[config.mk]
export PLATFORM = sky130hd
export DESIGN_NAME = rf256_arb_ctrl
export DESIGN_NICKNAME = d
export VERILOG_FILES = /design/src/rtl/rf256_arb_ctrl.sv
export SDC_FILE = /design/constraint.sdc
export NUM_CORES = 1
export LEC_CHECK = 0
export ABC_CLOCK_PERIOD_IN_PS = 3750
export CORE_MARGIN = 1.5
export CORE_UTILIZATION = 30
export DETAILED_ROUTE_END_ITERATION = 12
export PLACE_DENSITY = 0.61
export REMOVE_ABC_BUFFERS = 1
export SYNTH_ARGS = -nofsm -noshare
export SYNTH_HDL_FRONTEND = slang
export SYNTH_SLANG_ARGS = --single-unit
[constraint.sdc]
create_clock -name CLK -period 3.75 [get_ports CLK]
set_input_delay 0.5625 -clock CLK [delete_from_list [all_inputs] [get_ports CLK]]
set_output_delay 0.5625 -clock CLK [all_outputs]
set_load 0.02 [all_outputs]
[src/rtl/rf256_arb_ctrl.sv]
// rf256_arb_ctrl: two-port arbiter and sequencer for the single-port
// 256x32 register-file macro (rflp256x32mx2).
//
// After reset the macro contents are unknown, so the controller first
// sweeps every word with INIT_VAL (INIT state). It then arbitrates between
// two requesters (RUN state) and issues one macro access per cycle.
//
// Handshake (both ports): a requester raises Px_REQ with Px_WE/Px_ADDR/
// Px_WDATA and holds all four stable until it samples Px_GNT=1 at a rising
// CLK edge. That edge is the accept edge k. Px_GNT is combinational from
// Px_REQ, the controller state and the round-robin pointer. At most one
// grant is high per cycle, and a grant is only high while its request is.
// The command is registered at k, the macro samples it at k+1, and for a
// read Px_RDATA is loaded from MEM_DO at k+2 with Px_RVALID high for that
// one cycle.
//
// Ports:
//   CLK, NRST                  clock (shared with the macro), async active-low reset
//   Px_REQ/WE/ADDR/WDATA       requester command inputs, x = 0,1
//   Px_GNT                     combinational grant
//   Px_RVALID/Px_RDATA         read return to the port that issued the read
//   INIT_DONE                  high once the clear sweep has finished
//   MEM_DIN/RA/CA/NWRT/NCE     registered macro command (active-low strobes)
//   MEM_DO                     macro read data
//   DBG_STATE                  controller state, 0 = INIT, 1 = RUN
module rf256_arb_ctrl #(
  parameter bit          INIT_EN    = 1'b1,
  parameter logic [31:0] INIT_VAL   = 32'h0,
  parameter bit          FIXED_PRIO = 1'b0
) (
  input  logic        CLK,
  input  logic        NRST,
  input  logic        P0_REQ,
  input  logic        P0_WE,
  input  logic [7:0]  P0_ADDR,
  input  logic [31:0] P0_WDATA,
  output logic        P0_GNT,
  output logic        P0_RVALID,
  output logic [31:0] P0_RDATA,
  input  logic        P1_REQ,
  input  logic        P1_WE,
  input  logic [7:0]  P1_ADDR,
  input  logic [31:0] P1_WDATA,
  output logic        P1_GNT,
  output logic        P1_RVALID,
  output logic [31:0] P1_RDATA,
  output logic        INIT_DONE,
  output logic [31:0] MEM_DIN,
  output logic [5:0]  MEM_RA,
  output logic [1:0]  MEM_CA,
  output logic        MEM_NWRT,
  output logic        MEM_NCE,
  input  logic [31:0] MEM_DO,
  output logic        DBG_STATE
);

  typedef enum logic {
    ST_INIT = 1'b0,
    ST_RUN  = 1'b1
  } state_t;

  localparam state_t ST_RESET = INIT_EN ? ST_INIT : ST_RUN;

  state_t      state;
  state_t      state_nxt;
  logic [8:0]  init_cnt;
  logic [8:0]  init_cnt_nxt;
  logic        init_wr;
  logic        init_done_q;

  // Round-robin pointer: the port that won the last accepted transfer.
  // Reset to 1 so that port 0 wins the first tie.
  logic        last_q;

  logic        gnt0;
  logic        gnt1;
  logic        acc;
  logic        acc_port;
  logic        acc_we;
  logic [7:0]  acc_addr;
  logic [31:0] acc_wdata;

  // Read-return pipeline: stage 1 follows the accept edge, stage 2 follows
  // the macro sampling edge.
  logic        s1_v;
  logic        s1_p;
  logic        s2_v;
  logic        s2_p;

  // ---------------------------------------------------------------------
  // State register
  // ---------------------------------------------------------------------
  always_ff @(posedge CLK or negedge NRST) begin
    if (!NRST) begin
      state       <= ST_RESET;
      init_cnt    <= 9'd0;
      init_done_q <= 1'b0;
    end else begin
      state       <= state_nxt;
      init_cnt    <= init_cnt_nxt;
      init_done_q <= (state_nxt == ST_RUN);
    end
  end

  // ---------------------------------------------------------------------
  // Next-state logic. The counter's bit 8 marks that address 255 has been
  // issued; the following cycle is spent leaving INIT with no command.
  // ---------------------------------------------------------------------
  always_comb begin
    state_nxt    = state;
    init_cnt_nxt = init_cnt;
    init_wr      = 1'b0;
    case (state)
      ST_INIT: begin
        if (init_cnt[8]) begin
          state_nxt = ST_RUN;
        end else begin
          init_wr      = 1'b1;
          init_cnt_nxt = init_cnt + 9'd1;
        end
      end
      ST_RUN: begin
        state_nxt = ST_RUN;
      end
      default: begin
        state_nxt = ST_INIT;
      end
    endcase
  end

  assign INIT_DONE = init_done_q;
  assign DBG_STATE = (state == ST_RUN);

  // ---------------------------------------------------------------------
  // Arbitration. Grants are gated by the registered done flag so that no
  // grant can appear while NRST is low, even when the sweep is disabled.
  // ---------------------------------------------------------------------
  always_comb begin
    gnt0 = 1'b0;
    gnt1 = 1'b0;
    if (init_done_q && (state == ST_RUN)) begin
      if (P0_REQ && P1_REQ) begin
        if (FIXED_PRIO || last_q) begin
          gnt0 = 1'b1;
        end else begin
          gnt1 = 1'b1;
        end
      end else begin
        gnt0 = P0_REQ;
        gnt1 = P1_REQ;
      end
    end
  end

  assign P0_GNT    = gnt0;
  assign P1_GNT    = gnt1;
  assign acc       = gnt0 | gnt1;
  assign acc_port  = gnt1;
  assign acc_we    = gnt1 ? P1_WE    : P0_WE;
  assign acc_addr  = gnt1 ? P1_ADDR  : P0_ADDR;
  assign acc_wdata = gnt1 ? P1_WDATA : P0_WDATA;

  // ---------------------------------------------------------------------
  // Macro command register. Address and DIN hold when idle; a read leaves
  // DIN at the last written value.
  // ---------------------------------------------------------------------
  always_ff @(posedge CLK or negedge NRST) begin
    if (!NRST) begin
      MEM_NCE  <= 1'b1;
      MEM_NWRT <= 1'b1;
      MEM_DIN  <= 32'h0;
      MEM_RA   <= 6'd0;
      MEM_CA   <= 2'd0;
      last_q   <= 1'b1;
    end else if (init_wr) begin
      MEM_NCE  <= 1'b0;
      MEM_NWRT <= 1'b0;
      MEM_RA   <= init_cnt[7:2];
      MEM_CA   <= init_cnt[1:0];
      MEM_DIN  <= INIT_VAL;
    end else if (acc) begin
      MEM_NCE  <= 1'b0;
      MEM_NWRT <= ~acc_we;
      MEM_RA   <= acc_addr[7:2];
      MEM_CA   <= acc_addr[1:0];
      if (acc_we) begin
        MEM_DIN <= acc_wdata;
      end
      last_q   <= acc_port;
    end else begin
      MEM_NCE  <= 1'b1;
      MEM_NWRT <= 1'b1;
    end
  end

  // ---------------------------------------------------------------------
  // Read return. Reset drops any in-flight read.
  // ---------------------------------------------------------------------
  always_ff @(posedge CLK or negedge NRST) begin
    if (!NRST) begin
      s1_v      <= 1'b0;
      s1_p      <= 1'b0;
      s2_v      <= 1'b0;
      s2_p      <= 1'b0;
      P0_RVALID <= 1'b0;
      P1_RVALID <= 1'b0;
      P0_RDATA  <= 32'h0;
      P1_RDATA  <= 32'h0;
    end else begin
      s1_v      <= acc & ~acc_we;
      s1_p      <= acc_port;
      s2_v      <= s1_v;
      s2_p      <= s1_p;
      P0_RVALID <= s2_v & ~s2_p;
      P1_RVALID <= s2_v & s2_p;
      if (s2_v && !s2_p) begin
        P0_RDATA <= MEM_DO;
      end
      if (s2_v && s2_p) begin
        P1_RDATA <= MEM_DO;
      end
    end
  end

endmodule
==> metrics <==
post-detailed-route count of antenna-violating nets=0; Peak supply drop=287.0 uV; clock sink count=123; weighted congestion at the end of routability-driven global placement=0.7487; Hold Vio Cnt, Final=0; number of nets in the layout=701; type of the most critical hold path=in2async; count of instances resized after the clock tree is built=0; sum of negative setup slack=0 ps; flip-flop and latch count after synthesis=123; wire length per cell=16.21 um; crit-path cells=clkdlybuf4s50_1 > a21boi_4 > nand2_2 > inv_1 > clkdlybuf4s50_1; Remaining DRCs=0; register clock-pin slew on the reported worst setup and hold paths=50 ps; Max Buffers Root-to-Sink=2; Syn Std Cell Area=5117 um^2; global-route wire length before repair=21.69 mm; setup repair after global routing missed its margin=false; total length of routed wires=13.22 mm; total number of vias=3792; clock tree from TritonCTS=yes; number of detailed-route iterations in the first pass=4; Setup crit end kind=output pin; Core ar.=16640 um^2; most frequent cells in the layout=228 x sky130_fd_sc_hd__clkdlybuf4s50_1, 120 x sky130_fd_sc_hd__dfrtp_1, 68 x sky130_fd_sc_hd__mux2_2, 35 x sky130_fd_sc_hd__mux2i_1, 32 x sky130_fd_sc_hd__o2bb2ai_1; CP Max Fanout=10; number of antenna violations at the first check in global routing=0; final number of max-transition violations=0; hold buffer count at CTS=0; CP Launch Type=input port; CP most frequent cell=sky130_fd_sc_hd__clkdlybuf4s50_1; initial core utilization=30.75%; cell count after synthesis=353; die width=133.6 um; number of endpoints failing setup at the final stage=0; leading cell type in the layout, fill and taps excluded=sky130_fd_sc_hd__clkdlybuf4s50_1; H-tree depth reported by CTS=4; syn_area_per_cell=14.50 um^2; leakage dissipation=0.003710 uW; number of buffers added by the clock tree synthesis step=17; start-to-end type of the worst setup path=in2out; cell with the biggest individual delay on the critical path=sky130_fd_sc_hd__clkdlybuf4s50_1; Slew @ Worst Pin=1017 ps; Largest stage delay, worst path=660 ps; power density over the cells=405.0 nW/um^2; pre-CTS setup slack=789.2 ps; Via-to-Cell Ratio=4.653; clock skew=6.999 ps; Die ar.=17850 um^2; shortest period the worst path allows=2975 ps; sequential element share of the synthesized area=60.22%; via count of the first global-routing pass=4155; CP required=3190 ps; smallest setup slack after layout=774.6 ps; Rows=47; proportion of layout cells with a drive suffix above 1=19.50%; slack of the worst reg-to-reg path=1310 ps; count of boundary I/O pins=230; worst reg-to-reg path cell count=3; Area growth syn-to-layout=60.42%; number of distinct standard cells referenced by the synthesized netlist=40; buffer cell driving the clock tree root=sky130_fd_sc_hd__clkbuf_16; die span in y=133.6 um; HPWL after detailed placement=9.517 mm; status=finished clean; remaining max-slew budget at the tightest pin=32.06%; PortBufs=229; largest net degree at the start of global routing=74; beginning of the worst register-to-register path=INIT_DONE$_DFF_PN0_; Starting DRT DRC Count=117; max-cap violation count=0; antenna cells=0; global-route total usage across every layer=15.44%; Final period util=79.35%; aggregate global routing overflow=0; CP Data Arrival Time=2410 ps; Post CTS Setup Buffer Count=0; reg-to-reg endpoint=MEM_DIN[11]$_DFFE_PN0P_; maximum clock frequency=0.3361 GHz; total of warnings raised by yosys=0; clock insertion delay at the later pin of the skew report=410 ps
## per-layer routing
layer,track usage [%],vias up,wire (um)
met5,0,-,0
met4,5.857,0,236
met3,4.338,22,826
met2,26.11,152,6520
met1,18.73,1859,5630
li1,-,1759,-
## cells in the mapped netlist
cell | n | area (um^2)
sky130_fd_sc_hd__a21oi_1 | 1 | 5.000
sky130_fd_sc_hd__nor2b_1 | 2 | 12.51
sky130_fd_sc_hd__nand2_2 | 1 | 6.260
sky130_fd_sc_hd__nand2_4 | 1 | 11.26
sky130_fd_sc_hd__a21boi_4 | 1 | 18.77
sky130_fd_sc_hd__a21oi_4 | 1 | 16.27
sky130_fd_sc_hd__clkbuf_1 | 4 | 15.01
sky130_fd_sc_hd__nand3_1 | 4 | 20.02
sky130_fd_sc_hd__xnor2_1 | 5 | 43.79
sky130_fd_sc_hd__o21a_1 | 2 | 15.01
sky130_fd_sc_hd__a31oi_1 | 3 | 18.77
sky130_fd_sc_hd__a221oi_1 | 1 | 8.760
sky130_fd_sc_hd__o2bb2ai_1 | 32 | 280.3
sky130_fd_sc_hd__buf_4 | 2 | 15.01
sky130_fd_sc_hd__nand2_1 | 15 | 56.30
sky130_fd_sc_hd__buf_1 | 3 | 11.26
sky130_fd_sc_hd__buf_6 | 7 | 78.83
sky130_fd_sc_hd__buf_2 | 6 | 30.03
sky130_fd_sc_hd__nor2_1 | 5 | 18.77
sky130_fd_sc_hd__a211oi_1 | 1 | 7.510
sky130_fd_sc_hd__xor2_1 | 2 | 17.52
sky130_fd_sc_hd__and3_1 | 1 | 6.260
sky130_fd_sc_hd__ha_1 | 1 | 12.51
sky130_fd_sc_hd__dfrtp_1 | 120 | 3003
sky130_fd_sc_hd__and3_2 | 1 | 7.510
sky130_fd_sc_hd__dfstp_2 | 3 | 78.83
sky130_fd_sc_hd__clkbuf_2 | 1 | 5.000
sky130_fd_sc_hd__a32o_1 | 4 | 40.04
sky130_fd_sc_hd__inv_1 | 5 | 18.77
sky130_fd_sc_hd__a22oi_1 | 4 | 30.03
sky130_fd_sc_hd__nand2b_4 | 1 | 13.76
sky130_fd_sc_hd__nand4_1 | 2 | 12.51
sky130_fd_sc_hd__a41o_1 | 1 | 10.01
sky130_fd_sc_hd__a32o_2 | 1 | 11.26
sky130_fd_sc_hd__mux2_2 | 68 | 765.7
sky130_fd_sc_hd__and4_1 | 1 | 8.760
sky130_fd_sc_hd__o22ai_1 | 2 | 12.51
sky130_fd_sc_hd__o2111ai_1 | 2 | 17.52
sky130_fd_sc_hd__and2_1 | 1 | 6.260
sky130_fd_sc_hd__mux2i_1 | 35 | 350.3
## power breakdown
group / total, uW / switching (uW) / internal (uW)
Combinational: 265 / 100 / 165
Clock: 1700 / 574 / 1130
Sequential: 1360 / 8.76 / 1350
## flip-flops by register name (all words and copies together) (netlist names)
register	count
init_cnt	9
last_q	1
MEM_NCE	1
s1_p	1
s2_v	1
MEM_RA	6
P0_RDATA	32
P1_RDATA	32
INIT_DONE	1
P0_RVALID	1
P1_RVALID	1
MEM_DIN	32
s1_v	1
s2_p	1
MEM_CA	2
MEM_NWRT	1
## per-stage QoR
step	cell area (um^2)	hold slack (ps)	utilization, %	power, uW	cells
after floorplan	4962	266.9	-	1439	330
after global placement	7577	334.1	45.53	1642	783
after detailed placement	7577	336.2	45.53	1646	783
after CTS	8209	197.5	49.33	3368	815
after global routing	8209	241.3	49.33	3452	815
final	8209	187.5	49.33	3325	815
## logic make-up after synthesis
group                      count (synthesis)  synth area share (%)
muxes                                    103                 21.81
buffers and inverters                     28                 3.398
and+or+nand+nor                           35                 3.521
adders and majority gates                  1                0.2445
DFF                                      123                 60.22
AOI/OAI and AO/OA                         56                 9.609
xor gates and xnor gates                   7                 1.198
## area by class of cell
type                            count  area, um^2
Timing Repair Buffer              233        2332
Tap cell                          220       275.3
Clock inverter                     10       137.6
Fill cell                        1436        8433
Sequential cell                   123        3082
Multi-Input combinational cell    202        1869
Clock buffer                       22       494.2
Inverter                            5       18.77
## worst max path at each step
stage | startpoint | to | cells after the start
4_1_cts | P1_REQ | P1_GNT | 5
3_3_place_gp | P1_REQ | P1_GNT | 5
5_1_grt | P1_REQ | P1_GNT | 5
3_5_place_dp | P1_REQ | P1_GNT | 5
2_1_floorplan | INIT_DONE$_DFF_PN0_ | P1_GNT | 2
6_report | P1_REQ | P1_GNT | 5
## worst max-delay path: cells and delay by family
| kind | cells | cell delay, ps |
|---|---|---|
| simple gates | 1 | 90 |
| compound gates | 1 | 380 |
| buf+inv | 3 | 1370 |
Power figures use the tool's default switching activity.
